## src/rtl/multdiv_pkg.sv

```systemverilog
// Shared constants for the multiply/divide unit: opcodes, FSM encoding and default width.
package multdiv_pkg;

    localparam int unsigned LARGURA_PADRAO = 32;

    localparam logic [2:0] OP_MULT  = 3'b000;
    localparam logic [2:0] OP_MULTU = 3'b001;
    localparam logic [2:0] OP_DIV   = 3'b010;
    localparam logic [2:0] OP_DIVU  = 3'b011;
    localparam logic [2:0] OP_MTHI  = 3'b100;
    localparam logic [2:0] OP_MTLO  = 3'b101;

    localparam logic [1:0] OCIOSO  = 2'd0;
    localparam logic [1:0] CALCULA = 2'd1;
    localparam logic [1:0] AJUSTE  = 2'd2;

endpackage

```

## src/rtl/multdiv_datapath.sv

```systemverilog
// Datapath of the mult/div unit: double-width accumulator, shift-add / restoring-division
// step and the sign fix-up applied to the final result.
module multdiv_datapath
    import multdiv_pkg::*;
#(
    parameter int unsigned LARGURA = LARGURA_PADRAO
) (
    input  logic               clock,
    input  logic               reset,
    input  logic               carrega,
    input  logic               passo,
    input  logic [2:0]         operacao,
    input  logic [LARGURA-1:0] operandoA,
    input  logic [LARGURA-1:0] operandoB,
    output logic [LARGURA-1:0] res_hi,
    output logic [LARGURA-1:0] res_lo
);

    logic [2*LARGURA-1:0] acc;
    logic [LARGURA-1:0]   oper_b;
    logic [LARGURA-1:0]   a_bruto;
    logic                 eh_div;
    logic                 neg_res;
    logic                 neg_rem;
    logic                 div_zero;

    logic                 com_sinal;
    logic                 sinal_a;
    logic                 sinal_b;
    logic [LARGURA-1:0]   abs_a;
    logic [LARGURA-1:0]   abs_b;

    logic [LARGURA:0]     soma;
    logic [LARGURA:0]     resto_desl;
    logic [LARGURA:0]     dif;
    logic [2*LARGURA-1:0] mult_prox;
    logic [2*LARGURA-1:0] div_prox;

    always_comb begin
        com_sinal = (operacao == OP_MULT) || (operacao == OP_DIV);
        sinal_a   = com_sinal & operandoA[LARGURA-1];
        sinal_b   = com_sinal & operandoB[LARGURA-1];
        abs_a     = sinal_a ? -operandoA : operandoA;
        abs_b     = sinal_b ? -operandoB : operandoB;
    end

    // Multiply: multiplier sits in the low half and is consumed LSB first while the
    // partial product (with its carry) shifts in from the top.
    always_comb begin
        soma      = {1'b0, acc[2*LARGURA-1:LARGURA]} + {1'b0, oper_b};
        mult_prox = acc[0] ? {soma, acc[LARGURA-1:1]} : {1'b0, acc[2*LARGURA-1:1]};
    end

    // Divide: dif[LARGURA] is the borrow, set when the shifted remainder is below the divisor.
    always_comb begin
        resto_desl = acc[2*LARGURA-1:LARGURA-1];
        dif        = resto_desl - {1'b0, oper_b};
        div_prox   = dif[LARGURA] ? {resto_desl[LARGURA-1:0], acc[LARGURA-2:0], 1'b0}
                                  : {dif[LARGURA-1:0], acc[LARGURA-2:0], 1'b1};
    end

    always_ff @(posedge clock) begin
        if (reset) begin
            acc      <= '0;
            oper_b   <= '0;
            a_bruto  <= '0;
            eh_div   <= 1'b0;
            neg_res  <= 1'b0;
            neg_rem  <= 1'b0;
            div_zero <= 1'b0;
        end else if (carrega) begin
            acc      <= {{LARGURA{1'b0}}, abs_a};
            oper_b   <= abs_b;
            a_bruto  <= operandoA;
            eh_div   <= operacao[1];
            neg_res  <= sinal_a ^ sinal_b;
            neg_rem  <= sinal_a;
            div_zero <= (operandoB == '0);
        end else if (passo) begin
            acc <= eh_div ? div_prox : mult_prox;
        end
    end

    logic [2*LARGURA-1:0] produto;
    logic [LARGURA-1:0]   resto;
    logic [LARGURA-1:0]   quoc;

    always_comb begin
        produto = neg_res ? -acc : acc;
        resto   = acc[2*LARGURA-1:LARGURA];
        quoc    = acc[LARGURA-1:0];
        res_hi  = produto[2*LARGURA-1:LARGURA];
        res_lo  = produto[LARGURA-1:0];
        if (eh_div) begin
            if (div_zero) begin
                res_hi = a_bruto;
                res_lo = '1;
            end else begin
                res_hi = neg_rem ? -resto : resto;
                res_lo = neg_res ? -quoc : quoc;
            end
        end
    end

endmodule

```

## src/rtl/unidade_multdiv.sv

```systemverilog
// Iterative MIPS multiply/divide unit owning HI/LO; sequences the datapath through
// OCIOSO -> CALCULA (LARGURA steps) -> AJUSTE and handles MTHI/MTLO.
module unidade_multdiv
    import multdiv_pkg::*;
#(
    parameter int unsigned LARGURA = LARGURA_PADRAO
) (
    input  logic               clock,
    input  logic               reset,
    input  logic               inicio,
    input  logic [2:0]         operacao,
    input  logic [LARGURA-1:0] operandoA,
    input  logic [LARGURA-1:0] operandoB,
    output logic               ocupado,
    output logic               pronto,
    output logic [LARGURA-1:0] HI,
    output logic [LARGURA-1:0] LO
);

    localparam int unsigned LCONT = $clog2(LARGURA) + 1;

    logic [1:0]         estado;
    logic [LCONT-1:0]   contador;
    logic               inicia_md;
    logic               passo;
    logic [LARGURA-1:0] res_hi;
    logic [LARGURA-1:0] res_lo;

    always_comb begin
        inicia_md = (estado == OCIOSO) && inicio && !operacao[2];
        passo     = (estado == CALCULA);
    end

    multdiv_datapath #(
        .LARGURA (LARGURA)
    ) u_datapath (
        .clock     (clock),
        .reset     (reset),
        .carrega   (inicia_md),
        .passo     (passo),
        .operacao  (operacao),
        .operandoA (operandoA),
        .operandoB (operandoB),
        .res_hi    (res_hi),
        .res_lo    (res_lo)
    );

    always_ff @(posedge clock) begin
        if (reset) begin
            estado   <= OCIOSO;
            contador <= '0;
            ocupado  <= 1'b0;
            pronto   <= 1'b0;
            HI       <= '0;
            LO       <= '0;
        end else begin
            pronto <= 1'b0;
            case (estado)
                OCIOSO: begin
                    // Commands are only honoured here, so anything issued while busy is dropped.
                    if (inicio) begin
                        case (operacao)
                            OP_MULT, OP_MULTU, OP_DIV, OP_DIVU: begin
                                estado   <= CALCULA;
                                contador <= '0;
                                ocupado  <= 1'b1;
                            end
                            OP_MTHI: HI <= operandoA;
                            OP_MTLO: LO <= operandoA;
                            default: ;
                        endcase
                    end
                end
                CALCULA: begin
                    contador <= contador + LCONT'(1);
                    if (contador == LCONT'(LARGURA - 1)) begin
                        estado <= AJUSTE;
                    end
                end
                AJUSTE: begin
                    HI      <= res_hi;
                    LO      <= res_lo;
                    pronto  <= 1'b1;
                    ocupado <= 1'b0;
                    estado  <= OCIOSO;
                end
                default: estado <= OCIOSO;
            endcase
        end
    end

endmodule

```

## config.mk

```make
export PLATFORM = sky130hd
export DESIGN_NAME = unidade_multdiv
export DESIGN_NICKNAME = d
export VERILOG_FILES = /design/src/rtl/multdiv_pkg.sv /design/src/rtl/multdiv_datapath.sv /design/src/rtl/unidade_multdiv.sv
export SDC_FILE = /design/constraint.sdc
export NUM_CORES = 1
export LEC_CHECK = 0
export CAP_MARGIN = 20
export CORE_MARGIN = 3
export CORE_UTILIZATION = 50
export CTS_CLUSTER_DIAMETER = 60
export DETAILED_ROUTE_END_ITERATION = 10
export MAX_ROUTING_LAYER = met4
export PLACE_DENSITY_LB_ADDON = 0.3
export SYNTH_ARGS = -nofsm -noshare
export SYNTH_HDL_FRONTEND = slang
export SYNTH_SLANG_ARGS = --single-unit
```

## constraint.sdc

```tcl
create_clock -name clock -period 3.8 [get_ports clock]
set_input_delay 0.76 -clock clock [delete_from_list [all_inputs] [get_ports clock]]
set_output_delay 0.76 -clock clock [all_outputs]
set_load 0.02 [all_outputs]
```

==> summary.md, run 1 <==
| Metric | Value |
|---|---|
| PnR worst setup slack | `0.189 ns` |
| YS warnings | `0` |
| Largest net degree at the start of global routing | `151` |
| Worst IR drop on VDD | `0.346 mV` |
| Clock H-tree levels | `1` |
| Fraction of registers with async set/reset | `0%` |
| Yosys top cell by area | `dfxtp_1` |
| Routed WL | `59.9 mm` |
| Max-slew headroom | `24.6%` |
| Simple-gate area share of the yosys netlist | `20.0%` |
| Synth-to-layout area growth | `17.5%` |
| Mean Syn Cell Area | `7.45 um2` |
| Largest family of logic cells by synthesized area | `compound AO/OA/AOI/OAI gates` |
| Setup WS pre-CTS | `-0.184 ns` |
| Initial antenna violation count | `0` |
| # Max-Cap Violations | `0` |
| Slowest cell on crit path | `or4_1` |
| Power Total | `6820 uW` |
| Max clock buf depth | `3` |
| Most frequent CP cell | `a21oi_1` |
| Top cell type's share of synthesized area | `24.9%` |
| P per Cell Area | `350 nW/um2` |
| #FFs+latches synth | `206` |
| Final setup viols | `0` |
| Buf+Inv Stages, Crit Path | `0` |
| LEAKAGE | `0.00718 uW` |
| Vias/cell | `6.39` |
| End of the critical path | `HI[17]` |
| Crit-path leading delay family | `simple AND/OR/NAND/NOR gates` |
| Fin cells | `2,777` |
| CP startpoint kind | `flip-flop` |
| Critical Path AT | `4.07 ns` |
| Setup crit end kind | `flip-flop` |
| R2r setup slk | `0.19 ns` |
| Initial Util | `50.8%` |
| Cells after Synth | `2,223` |
| TritonCTS clock tree | `yes` |
| N_diodes | `0` |
| Num CTS Buffers | `26` |
| HPWL Detailed | `44.6 mm` |
| Sequential fraction of the synthesis area | `24.9%` |
| Worst-margin pin slew | `1.13 ns` |
| Worst setup startpoint | `u_datapath.acc[32]` |
| Residual DRC | `0` |
| Number of synthesized flops with an enable pin | `0` |
| DRT Pass-1 Iters | `6` |
| Compound-Gate Fraction of Synth Area | `29.3%` |
| Total gr overflow | `0` |
| Clock latency at the later pin of the worst-skew pair | `0.55 ns` |
| CP Cell Sequence | `nor4_1 -> nand4bb_1 -> or4_1 -> o41ai_1 -> xnor2_1 -> nor2_1 -> a21oi_1 -> a21oi_1 -> nor3_1` |
| Synthesized net count | `2,364` |
| Die area | `35,400 um2` |
| Global-route wire length before repair | `93.7 mm` |
| Post-Synth XOR/XNOR Area | `10.6%` |
| Cell variety after synth | `86` |
| Slowest cell delay on critical path | `0.73 ns` |
| Reg2Reg Depth | `9` |
| Total number of vias | `17,700` |
| Crit-path max FO | `8` |
| Count leader, synth | `nand2_1` |
| Vias in the first global route | `16,700` |
| Clk sink count | `206` |
| Die width | `188 um` |
| Post-Syn Area | `16,600 um2` |
| Worst Skew | `0.0238 ns` |
| Min Tclk post-route | `3.61 ns` |
| Top Ports | `136` |
| DR iter-0 viols | `1,979` |
| Status | `finished, final reports clean` |
| Clk pin slew, worst setup/hold paths | `0.06 ns` |
| RSZ-0062 raised after global routing | `no` |
| Placed Cells | `2,730` |
| Overall Global Routing Usage | `33.6%` |
| Worst path depth | `9` |
| Root Buffer | `clkbuf_16` |
| Final Max Slew Viols | `0` |
| Setup TNS | `0 ns` |
| Cts hold-fix bufs | `0` |
| Post-synth top cells | `nand2_1 (263), a21oi_1 (217), dfxtp_1 (206), nor2_1 (206), clkbuf_1 (146)` |
| Cell row count | `66` |
| Main area contributors after synthesis | `dfxtp_1 (25%), a21oi_1 (6.6%), nand2_1 (6.0%)` |
| Core ar. | `32,600 um2` |
| Hold Path Class | `reg2reg` |
| Net count, final | `2,457` |
| Mux cell area share after synthesis | `3.66%` |
| Routability cong. | `0.982` |
| Share of cells above drive strength 1 | `9.38%` |
| Post-synth top flop | `dfxtp_1` |
| Number of routed nets with antenna violations | `0` |
| Critical R2R Capture | `HI[17]` |
| Count of input and output buffers | `135` |
| Tcrit/Tclk final | `95.0%` |
| Adder-cell share of the synthesized area | `5.45%` |
| FMAX | `277 MHz` |
| Reg2reg start | `u_datapath.acc[32]` |
| Critical path class | `reg2reg` |
| Hold Vio Cnt, Final | `0` |
| Critical Path RT | `4.26 ns` |
| Avg WL per Cell | `21.6 um` |
| Die Height | `188 um` |
-- layout by cell type, fill, tap and decap left out, drive strengths merged, types with 27 or more instances in the layout --
cell,n
a211oi,121
a21o,27
a21oi,217
buf,112
clkbuf,37
clkdlybuf4s50,134
dfxtp,206
ha,69
inv,59
mux2i,55
nand2,264
nand2b,30
nor2,206
nor3,41
o21ai,143
o221ai,33
o31ai,31
or3,28
xnor2,110
xor2,90
-- sequential cells by signal, summed over array words and instances (netlist names) --
signal / flops
contador: 6
LO: 32
u_datapath.div_zero: 1
u_datapath.eh_div: 1
u_datapath.acc: 64
u_datapath.neg_rem: 1
pronto: 1
ocupado: 1
u_datapath.neg_res: 1
HI: 32
u_datapath.a_bruto: 32
u_datapath.oper_b: 32
estado: 2
-- cell type report --
| type | count | area (um2) |
|---|---|---|
| Sequential cell | 206 | 4130 |
| Clock buffer | 37 | 742 |
| Timing Repair Buffer | 246 | 2210 |
| Tap cell | 442 | 553 |
| Clock inverter | 10 | 125 |
| Inverter | 57 | 214 |
| Multi-Input combinational cell | 1779 | 11500 |
| Fill cell | 3019 | 13200 |
-- worst min path at each step --
stage                                 from                     end  slack, ns  depth (start not counted)
floorplan           u_datapath.a_bruto[30]  u_datapath.a_bruto[30]       0.43                          2
global placement                    LO[19]                  LO[19]       0.44                          2
detailed placement                  LO[19]                  LO[19]       0.45                          2
CTS                 u_datapath.a_bruto[17]  u_datapath.a_bruto[17]       0.46                          2
global route                        LO[19]                  LO[19]       0.47                          2
finish              u_datapath.a_bruto[10]  u_datapath.a_bruto[10]       0.46                          2
-- routing by layer --
metal  global-route usage (%)  up-vias  wire length [um]
met4                     10.6        0              2050
met1                     45.7     8513             25800
met3                     4.69      141              5180
met5                        -        -                 0
li1                         -     8238                 -
met2                     51.9      848             26900
-- repair_timing --
item | in CTS | in global routing
resized for setup | 0 | 3
setup endpoints to repair | 0 | 2
setup buffers | 0 | 0
-- metrics by stage --
| step | utilization (%) | area [um2] | hold slack (ns) |
|---|---|---|---|
| 6_report | 59.7 | 19500 | 0.457 |
| 4_1_cts | 59.6 | 19500 | 0.457 |
| 2_1_floorplan | - | 16600 | 0.433 |
| 5_1_grt | 59.7 | 19500 | 0.469 |
| 3_5_place_dp | 57.0 | 18600 | 0.445 |
| 3_3_place_gp | 57.0 | 18600 | 0.442 |
-- report_power, final --
group / total (uW) / internal [uW] / switching [uW]
Sequential: 2400 / 2260 / 135
Combinational: 1880 / 761 / 1120
Clock: 2540 / 1500 / 1040
-- worst min-delay path, cell delays in order, from the launching register on --
cell     delay, ns
dfxtp_1       0.31
nand2_1       0.05
a21oi_1       0.05
-- logic make-up after synthesis --
family / count (synthesis)
XOR/XNOR: 200
AO/OA/AOI/OAI: 738
multiplexers: 60
buffers and inverters: 238
AND/OR/NAND/NOR: 710
flip-flops: 206
adder cells (fa/ha/maj): 71
Power figures use the tool's default switching activity.
==> run 2, diff against run 1 <==
--- a/config.mk
+++ b/config.mk
@@ -5,11 +5,13 @@
 export SDC_FILE = /design/constraint.sdc
 export NUM_CORES = 1
 export LEC_CHECK = 0
+export ABC_CLOCK_PERIOD_IN_PS = 3800
 export CAP_MARGIN = 20
 export CORE_MARGIN = 3
 export CORE_UTILIZATION = 50
 export CTS_CLUSTER_DIAMETER = 60
 export DETAILED_ROUTE_END_ITERATION = 10
+export HOLD_SLACK_MARGIN = 0.08
 export MAX_ROUTING_LAYER = met4
 export PLACE_DENSITY_LB_ADDON = 0.3
 export SYNTH_ARGS = -nofsm -noshare
==> results of run 2 <==
Final layout, timing and power as in run 1 (identical DEF).
